$ cat src/rtl/synth_pkg.sv
// Shared constants, FSM state encoding and sizing helper for the soundgen
// wavetable request path.
package synth_pkg;

  localparam int PHASE_W_DEF = 24;
  localparam int WT_ADDR_W   = 10;

  typedef enum logic [2:0] {
    IDLE,
    CHECK,
    ISSUE_R,
    WAIT_R,
    ISSUE_L,
    WAIT_L,
    ADV
  } state_t;

  function automatic int unsigned vidx_w(input int unsigned n);
    return (n < 2) ? 1 : $clog2(n);
  endfunction

endpackage

$ cat src/rtl/wavetable_addr_gen_if.sv
// Wavetable request bundle from wavetable_addr_gen (master) to soundgen (slave).
interface wavetable_addr_gen_if
  import synth_pkg::*;
#(
  parameter int NVOICES = 8
);
  localparam int VW = int'(vidx_w(NVOICES));

  logic [WT_ADDR_W-1:0] wavetable_r;
  logic                 wavetable_r_valid;
  logic [WT_ADDR_W-1:0] wavetable_l;
  logic                 wavetable_l_valid;
  logic [VW-1:0]        voice_idx;

  modport master (
    output wavetable_r, wavetable_r_valid, wavetable_l, wavetable_l_valid, voice_idx
  );

  modport slave (
    input wavetable_r, wavetable_r_valid, wavetable_l, wavetable_l_valid, voice_idx
  );

endinterface

$ cat src/rtl/voice_phase_regs.sv
// Per-voice increment/gate/phase storage with a programming write port and
// a read-modify-write accumulate port.
module voice_phase_regs
  import synth_pkg::*;
#(
  parameter int  NVOICES = 8,
  parameter int  PHASE_W = PHASE_W_DEF,
  localparam int VW      = int'(vidx_w(NVOICES))
) (
  input  logic                 clk,
  input  logic                 rst,
  input  logic                 wr_en,
  input  logic [VW-1:0]        wr_sel,
  input  logic [PHASE_W-1:0]   wr_inc,
  input  logic                 wr_gate,
  input  logic [VW-1:0]        rd_sel,
  input  logic                 adv_en,
  output logic [WT_ADDR_W-1:0] rd_addr,
  output logic                 rd_gate
);

  logic [PHASE_W-1:0] phase_q [NVOICES];
  logic [PHASE_W-1:0] inc_q   [NVOICES];
  logic [NVOICES-1:0] gate_q;

  assign rd_addr = phase_q[rd_sel][PHASE_W-1 -: WT_ADDR_W];
  assign rd_gate = gate_q[rd_sel];

  always_ff @(posedge clk or posedge rst) begin
    if (rst) begin
      for (int unsigned i = 0; i < NVOICES; i++) begin
        phase_q[i] <= '0;
        inc_q[i]   <= '0;
      end
      gate_q <= '0;
    end else begin
      for (int unsigned i = 0; i < NVOICES; i++) begin
        if (wr_en && wr_sel == VW'(i)) begin
          inc_q[i]  <= wr_inc;
          gate_q[i] <= wr_gate;
        end
        // Note-on reset of the phase takes priority over a same-cycle accumulate.
        if (wr_en && wr_gate && wr_sel == VW'(i)) begin
          phase_q[i] <= '0;
        end else if (adv_en && gate_q[i] && rd_sel == VW'(i)) begin
          phase_q[i] <= phase_q[i] + inc_q[i];
        end
      end
    end
  end

endmodule

$ cat src/rtl/wavetable_addr_gen.sv
// Per-frame voice scanner issuing paired right/left wavetable address strobes
// to soundgen, spaced by GAP idle cycles.
module wavetable_addr_gen
  import synth_pkg::*;
#(
  parameter int                   NVOICES  = 8,
  parameter int                   PHASE_W  = PHASE_W_DEF,
  parameter int                   GAP      = 3,
  parameter logic [WT_ADDR_W-1:0] L_OFFSET = 10'd0,
  localparam int                  VW       = int'(vidx_w(NVOICES))
) (
  input  logic                 clk,
  input  logic                 rst,
  input  logic                 tick48k,
  input  logic                 voice_wr,
  input  logic [VW-1:0]        voice_sel,
  input  logic [PHASE_W-1:0]   voice_inc,
  input  logic                 voice_gate,
  wavetable_addr_gen_if.master wt,
  output logic                 busy,
  output logic                 overrun
);

  localparam int GW = $clog2(GAP + 1);

  state_t               state_q, state_d;
  logic [VW-1:0]        v_q, v_d;
  logic [GW-1:0]        gap_q, gap_d;
  logic [WT_ADDR_W-1:0] r_last_q, l_last_q;
  logic                 overrun_q;
  logic                 adv_en;
  logic [WT_ADDR_W-1:0] cur_addr, l_addr;
  logic                 cur_gate;

  voice_phase_regs #(
    .NVOICES (NVOICES),
    .PHASE_W (PHASE_W)
  ) u_regs (
    .clk     (clk),
    .rst     (rst),
    .wr_en   (voice_wr),
    .wr_sel  (voice_sel),
    .wr_inc  (voice_inc),
    .wr_gate (voice_gate),
    .rd_sel  (v_q),
    .adv_en  (adv_en),
    .rd_addr (cur_addr),
    .rd_gate (cur_gate)
  );

  assign l_addr = cur_addr + L_OFFSET;

  always_comb begin
    state_d = state_q;
    v_d     = v_q;
    gap_d   = gap_q;
    adv_en  = 1'b0;
    case (state_q)
      IDLE: begin
        if (tick48k) begin
          state_d = CHECK;
          v_d     = '0;
        end
      end
      CHECK:   state_d = cur_gate ? ISSUE_R : ADV;
      ISSUE_R: begin
        state_d = WAIT_R;
        gap_d   = GW'(GAP - 1);
      end
      WAIT_R: begin
        if (gap_q == '0) state_d = ISSUE_L;
        else             gap_d   = gap_q - 1'b1;
      end
      ISSUE_L: begin
        state_d = WAIT_L;
        gap_d   = GW'(GAP - 1);
      end
      WAIT_L: begin
        if (gap_q == '0) state_d = ADV;
        else             gap_d   = gap_q - 1'b1;
      end
      ADV: begin
        adv_en = 1'b1;
        if (v_q == VW'(NVOICES - 1)) begin
          state_d = IDLE;
        end else begin
          state_d = CHECK;
          v_d     = v_q + 1'b1;
        end
      end
      default: state_d = IDLE;
    endcase
  end

  always_ff @(posedge clk or posedge rst) begin
    if (rst) begin
      state_q   <= IDLE;
      v_q       <= '0;
      gap_q     <= '0;
      r_last_q  <= '0;
      l_last_q  <= '0;
      overrun_q <= 1'b0;
    end else begin
      state_q   <= state_d;
      v_q       <= v_d;
      gap_q     <= gap_d;
      overrun_q <= tick48k && (state_q != IDLE);
      if (state_q == ISSUE_R) r_last_q <= cur_addr;
      if (state_q == ISSUE_L) l_last_q <= l_addr;
    end
  end

  // Addresses are driven live from the phase registers in the issue cycle so
  // a same-cycle register update is honoured; otherwise the last value holds.
  assign wt.wavetable_r_valid = (state_q == ISSUE_R);
  assign wt.wavetable_l_valid = (state_q == ISSUE_L);
  assign wt.wavetable_r       = (state_q == ISSUE_R) ? cur_addr : r_last_q;
  assign wt.wavetable_l       = (state_q == ISSUE_L) ? l_addr : l_last_q;
  assign wt.voice_idx         = v_q;
  assign busy                 = (state_q != IDLE);
  assign overrun              = overrun_q;

endmodule

$ cat src/flat_wrapper.sv
// flat-port wrapper written by rule: the top's interface ports become plain ports
module wavetable_addr_gen_flat import synth_pkg::*;
#(
  parameter int                   NVOICES  = 8,
  parameter int                   PHASE_W  = PHASE_W_DEF,
  parameter int                   GAP      = 3,
  parameter logic [WT_ADDR_W-1:0] L_OFFSET = 10'd0,
  localparam int                  VW       = int'(vidx_w(NVOICES))
)
  (clk, rst, tick48k, voice_wr, voice_sel, voice_inc, voice_gate, busy, overrun, wt_wavetable_r, wt_wavetable_r_valid, wt_wavetable_l, wt_wavetable_l_valid, wt_voice_idx);
  wavetable_addr_gen_if #(.NVOICES(NVOICES)) wt_i ();
  input  logic clk;
  input  logic rst;
  input  logic tick48k;
  input  logic voice_wr;
  input  logic [VW-1:0] voice_sel;
  input  logic [PHASE_W-1:0] voice_inc;
  input  logic voice_gate;
  output logic busy;
  output logic overrun;
  output wire logic [$bits(wt_i.wavetable_r)-1:0] wt_wavetable_r;
  output wire logic [$bits(wt_i.wavetable_r_valid)-1:0] wt_wavetable_r_valid;
  output wire logic [$bits(wt_i.wavetable_l)-1:0] wt_wavetable_l;
  output wire logic [$bits(wt_i.wavetable_l_valid)-1:0] wt_wavetable_l_valid;
  output wire logic [$bits(wt_i.voice_idx)-1:0] wt_voice_idx;
  assign wt_wavetable_r = wt_i.wavetable_r;
  assign wt_wavetable_r_valid = wt_i.wavetable_r_valid;
  assign wt_wavetable_l = wt_i.wavetable_l;
  assign wt_wavetable_l_valid = wt_i.wavetable_l_valid;
  assign wt_voice_idx = wt_i.voice_idx;
  wavetable_addr_gen #(.NVOICES(NVOICES), .PHASE_W(PHASE_W), .GAP(GAP), .L_OFFSET(L_OFFSET)) u_core (.clk(clk), .rst(rst), .tick48k(tick48k), .voice_wr(voice_wr), .voice_sel(voice_sel), .voice_inc(voice_inc), .voice_gate(voice_gate), .wt(wt_i), .busy(busy), .overrun(overrun));
endmodule
$ cat config.mk
export PLATFORM = sky130hd
export DESIGN_NAME = wavetable_addr_gen_flat
export DESIGN_NICKNAME = d
export VERILOG_FILES = /design/src/rtl/synth_pkg.sv /design/src/rtl/wavetable_addr_gen_if.sv /design/src/rtl/voice_phase_regs.sv /design/src/rtl/wavetable_addr_gen.sv /design/src/flat_wrapper.sv
export SDC_FILE = /design/constraint.sdc
export NUM_CORES = 1
export LEC_CHECK = 0
export ABC_AREA = 1
export CORE_MARGIN = 5
export CORE_UTILIZATION = 60
export DETAILED_ROUTE_END_ITERATION = 7
export PLACE_DENSITY = 0.8
export SYNTH_ARGS = -nofsm -noshare
export SYNTH_HDL_FRONTEND = slang
export SYNTH_SLANG_ARGS = --single-unit
$ cat constraint.sdc
create_clock -name clk -period 41.2 [get_ports clk]
set_input_delay 10.3 -clock clk [delete_from_list [all_inputs] [get_ports clk]]
set_output_delay 10.3 -clock clk [all_outputs]
set_load 0.02 [all_outputs]
### Word level (Yosys, flattened, before mapping)

Cells that the tools add are included.

| cells by class | value |
|---|---|
| bitwise logic cells | 1 |
| add/sub/neg operators | 10 |
| equality and inequality tests | 25 |
| reductions and logical operators | 54 |
| order comparisons | 2 |
| mux-type cells | 35 |

Operator list:

| kind | count |
|---|---|
| two-way mux 24 bit | 18 |
| adder 24 bit | 8 |
| binary-select mux 24 bit (select 3 bit) | 1 |
| logical AND 1 bit | 34 |
| == test 3 bit (second input constant) | 11 |
| case mux 3 bit (7 select lines) | 1 |
| two-way mux 10 bit | 2 |
| nonzero test 2 bit | 10 |
| == test 3 x 2 -> 1 bit (second input constant) | 6 |
| two-way mux 3 bit | 6 |
| == test 3 x 1 -> 1 bit (second input constant) | 3 |
| zero test 3 bit | 3 |
| != test 2 bit (second input constant) | 3 |
| case mux 3 bit (2 select lines) | 1 |
| AND reduction 3 bit | 2 |
| >= comparator 4 bit (second input constant) | 1 |
| < comparator 3 x 4 -> 1 bit (second input constant) | 1 |
| != test 2 x 1 -> 1 bit (second input constant) | 2 |
| NOT 3 -> 4 bit | 1 |
| case mux 2 bit (2 select lines) | 1 |
| OR reduction 2 bit | 2 |
| adder 3 x 1 -> 3 bit (second input constant) | 1 |
| binary-select mux 1 bit (select 3 bit) | 1 |
| two-way mux 1 bit | 3 |
| other kinds (5) | 5 |

| word-level totals | value |
|---|---|
| logic and storage cells | 157 |
| register bits | 421 |

### Longest topological paths before layout

| depth | value |
|---|---|
| depth after elaboration | 6 |
| gate-level depth with buffers | 12 |
| depth with buffers taken out | 12 |

### Modules after synthesis

A second synthesis with hierarchy kept.

| unflattened totals | value |
|---|---|
| cells, all modules | 4502 |
| area total of the unflattened synthesis | 29445.7 um2 |

By module, submodules not included:

| module | area each (um2) | cells each | instances |
|---|---|---|---|
| voice_phase_regs | 27973.1 | 4345 | 1 |
| wavetable_addr_gen | 1472.7 | 157 | 1 |

### Least setup slack after synthesis

Ideal clock, no wire load.

| timing | value |
|---|---|
| kind | register to output |
| start | register u_core.state_q[0] |
| end | output port wt_wavetable_r[0] |
| stages on the path, launching flop included | 6 |
| setup slack | 28.893 ns |
| arrival time | 2.007 ns |
| path through | dfrtp_1 > buf_2 > nor3_1 > inv_1 > clkbuf_1 > o21ai_0 |

| on the way | value |
|---|---|
| word-level cells in the longest chain between the ends | 2 |

Ends and longest elaborated chain:

| item | line | source |
|---|---|---|
| start: declaration | wavetable_addr_gen.sv:26 | `state_t state_q, state_d;` |
| start signal: assignment | wavetable_addr_gen.sv:104 | `state_q <= state_d;` |
| == test 3 x 2 -> 1 bit | -- |  |
| via wt_wavetable_r_valid | flat_wrapper.sv:22 | `output wire logic [$bits(wt_i.wavetable_r_valid)-1:0] wt_wavetable_r_valid;` |
| two-way mux 10 bit | wavetable_addr_gen.sv:117 | `assign wt.wavetable_r = (state_q == ISSUE_R) ? cur_addr : r_last_q;` |
| end: declaration | flat_wrapper.sv:21 | `output wire logic [$bits(wt_i.wavetable_r)-1:0] wt_wavetable_r;` |

The timed path passes the listed nets, and every way through them passes these cells.

### Final worst setup path

| timing | value |
|---|---|
| start | register u_core.v_q[1], in the netlist u_core.wt.voice_idx[1] |
| end | output port wt_wavetable_r[3] |

| on the way | value |
|---|---|
| word-level cells in the longest chain between the ends | 5 |

Ends and longest elaborated chain:

| item | line | source |
|---|---|---|
| start: declaration | wavetable_addr_gen.sv:27 | `logic [VW-1:0] v_q, v_d;` |
| start signal: assignment | wavetable_addr_gen.sv:105 | `v_q <= v_d;` |
| NOT 3 -> 4 bit (implied by the code) | voice_phase_regs.sv:26 | `assign rd_addr = phase_q[rd_sel][PHASE_W-1 -: WT_ADDR_W];` |
| binary-select mux 24 bit (select 3 bit) | voice_phase_regs.sv:26 |  |
| two-way mux 24 bit (implied by the code) (2 in series) | voice_phase_regs.sv:26 |  |
| two-way mux 10 bit | wavetable_addr_gen.sv:117 |  |

Every way passes these cells. The select of a mux whose other input is x is not followed.

==> results.tsv <==
stage	metric	value	unit
floorplan	die_area	53600	µm²
synthesis	synth_cell_type_count	38	
clocking	numCtsBuffers	46	
synthesis	yosys_warnings	0	
clocking	clk_latency	590	ps
sta	layout_setup_ws	27190	ps
floorplan	dieHeight	231	µm
worst_setup_path	crit_arrival	3710	ps
placed_design	dp_slack	27910	ps
clocking	postCtsSetupRepairBufs	0	
layout	drive_gt1_share	2.82	%
floorplan	ios	59	
drt	first_iter_violations	2530	
drt	drcViolationCount	0	
sta	max_slew.worst_pin.slew	1230	ps
synthesis	synth-seq-area-share	35.8	%
drt	vias	28000	
sta	post-route-period-util	34.0	%
global_route	grt_pass1_vias	25800	
clocking	clkSinkCount	421	
clocking	htreeDepth	2	
global_route	track_usage	31.5	%
placed_design	portBuffers	58	
layout	nNetsFinal	4769	
synthesis	ys.flop_type	dfrtp_1	
sta	fin_skew	21.1	ps
layout	finalNonFillerCells	5239	
floorplan	die_w	231	µm
sta	whs	490	ps
placed_design	dp_hpwl	61100	µm
drt	drt_wl_total	84500	µm
floorplan	rows	81	
synthesis	synth_edf_count	0	
global_route	grt_max_degree	156	
floorplan	initial_core_util	60.4	%
floorplan	core_area	48700	µm²
worst_setup_path	cp-start-kind	flip-flop	
placed_design	place_congestion	0.980	
sta	relSlewSlack	18.2	%
sta	drv_slew	0	
layout	areaGrowthSynthToFinish	9.19	%
status	outcome	complete, no violations	
worst_hold_path	hold_path.class	reg2reg	
placed_design	post-place-cells	5154	
global_route	gr-total-overflow	0	
synthesis	synth_seq_cells	421	
clocking	clkTransAtPathRegs	60	ps
sta	rsz0062_at_grt	no	
synthesis	avgSynthCellArea	6.53	µm²
synthesis	syn-num-nets	4738	
worst_setup_path	rrSetupSlack	38070	ps
sta	fin_tns_setup	0	ps
global_route	antenna_found_initial	7	
layout	multi_input_area	16000	µm²
sta	setup_viol	0	
pwr	powerDensity	46.1	nW/µm²
drt	wire_per_inst	16.1	µm
drt	drtPass1Iterations	6	
worst_setup_path	worst_ep_required_time	30900	ps
worst_setup_path	critPathMaxFanout	26	
sta	fin_crit	14010	ps
sta	hold_viol_final	0	
clocking	cts_root_buffer	clkbuf_16	
global_route	grt_pass1_wl	136000	µm
drt	ant_nets	0	
layout	nFillCells	4394	
worst_setup_path	critPathKind	reg2out	
layout	final_core_util	65.9	%
clocking	cts_tree	yes	
layout	seqCellArea	10500	µm²
synthesis	synth_cells	4507	
synthesis	async_reset_ff_share	100	%
pwr	p_leak	18.3	nW
clocking	clock_path_buffers	3	
drt	viasPerCell	5.34	
pwr	irDropWorstVdd	0.0000369	V
worst_setup_path	cp-end-kind	output port	
run	cap_violations	0	
synthesis	syn-cell-area	29400	µm²
clocking	postCtsHoldBufs	0	
clocking	ctsResizeCount	0	
sta	max_freq	71.4	MHz
[cells by family after synthesis]
| logic type | count (synthesis) | synth area share [%] |
|---|---|---|
| simple gates | 2536 | 34.7 |
| flops | 421 | 35.8 |
| fa+ha+maj | 199 | 8.66 |
| xor+xnor | 27 | 0.803 |
| compound gates | 560 | 10.1 |
| buf+inv | 764 | 9.94 |
[per-stage QoR]
stage                     cell area [µm²]  power, mW
after floorplan                     29400      0.895
after global placement              30600       1.03
after detailed placement            30600       1.04
after CTS                           32100       1.48
after global routing                32100       1.58
final                               32100       1.48
[where the power goes]
part / total [mW] / internal [mW] / switching, mW
registers: 0.547 / 0.486 / 0.0612
logic: 0.501 / 0.175 / 0.327
clock network: 0.435 / 0.260 / 0.175
[per-layer routing]
| layer | wire [µm] | share of wire, % | vias to the layer above | global-route usage (%) |
|---|---|---|---|---|
| li1 | - | - | 14200 | - |
| met1 | 37300 | 44 | 12700 | 43.7 |
| met5 | 0 | 0 | - | 0 |
| met3 | 6080 | 7.2 | 179 | 4.48 |
| met4 | 3550 | 4.2 | 0 | 12.4 |
| met2 | 37500 | 44 | 876 | 50.2 |
[registers in the layout (all words and copies together) (netlist names)]
name and flops:
u_core.r_last_q 10, u_core.u_regs.phase_q 192, u_core.u_regs.inc_q 192, u_core.u_regs.gate_q 8, u_core.overrun 1, u_core.wt.voice_idx 3
u_core.gap_q 2, u_core.state_q 3, u_core.l_last_q 10
[layout make-up]
| class | instances | share of cell area (%) |
|---|---|---|
| multi-input cells | 3322 | 49.7 |
| inverters | 677 | 7.93 |
| diodes | 4 | 0.0311 |
| clock buffers | 59 | 3.92 |
| repair buffers | 70 | 2.13 |
| well taps | 664 | 2.59 |
| flip-flops and latches | 421 | 32.8 |
| clock inverters | 22 | 0.923 |
[cells in the mapped netlist, types with 6 or more instances]
master / number / area [µm²]
fa_1: 8 / 160
and2_1: 11 / 68.8
clkbuf_1: 63 / 236
xnor2_1: 11 / 96.3
buf_2: 14 / 70.1
o21ai_0: 299 / 1500
or2_2: 8 / 50.1
a22o_1: 17 / 149
o22ai_1: 10 / 62.6
nand2_1: 1846 / 6930
dfrtp_1: 421 / 10500
ha_1: 191 / 2390
inv_2: 14 / 52.6
nor2_1: 337 / 1260
nand3_1: 223 / 1120
buf_4: 9 / 67.6
inv_1: 663 / 2490
o221ai_1: 12 / 105
nand3b_1: 30 / 225
xor2_1: 16 / 140
nand4_1: 40 / 250
a21oi_1: 141 / 706
o21ai_1: 71 / 355
nor3_1: 24 / 120
nor2_4: 6 / 67.6
[cells in the final DEF, fill, tap and decap left out, types with 10 or more instances in the layout]
cell type,instances
nand2_1,1846
inv_1,662
dfrtp_1,421
nor2_1,337
o21ai_0,299
nand3_1,223
ha_1,191
a21oi_1,141
o21ai_1,71
clkdlybuf4s50_1,58
clkbuf_16,47
nand4_1,40
nand3b_1,30
nor3_1,24
a22o_1,17
xor2_1,16
inv_2,14
o221ai_1,12
clkinv_2,12
xnor2_1,11
and2_1,11
buf_4,11
o22ai_1,10
[worst max-delay path: stages, from the launching register on]
cell and delay, ps:
dfrtp_1 720, inv_1 500, o21ai_0 200, o22ai_1 110
o21ai_0 700, o21ai_0 260, clkdlybuf4s50_1 600
[path summary, 6_finish.rpt]
path | start | endpoint | cells past startpoint
max | u_core.wt.voice_idx[1] | wt_wavetable_r[3] | 6
min | u_core.u_regs.phase_q[129] | u_core.u_regs.phase_q[129] | 2
max reg2reg | u_core.wt.voice_idx[0] | u_core.u_regs.phase_q[82] | 8
min reg2reg | u_core.u_regs.phase_q[129] | u_core.u_regs.phase_q[129] | 2
max in group asynchronous | rst | u_core.u_regs.phase_q[127] | 3
min in group asynchronous | rst | u_core.u_regs.inc_q[144] | 2
(Power assumes the default switching activity.)
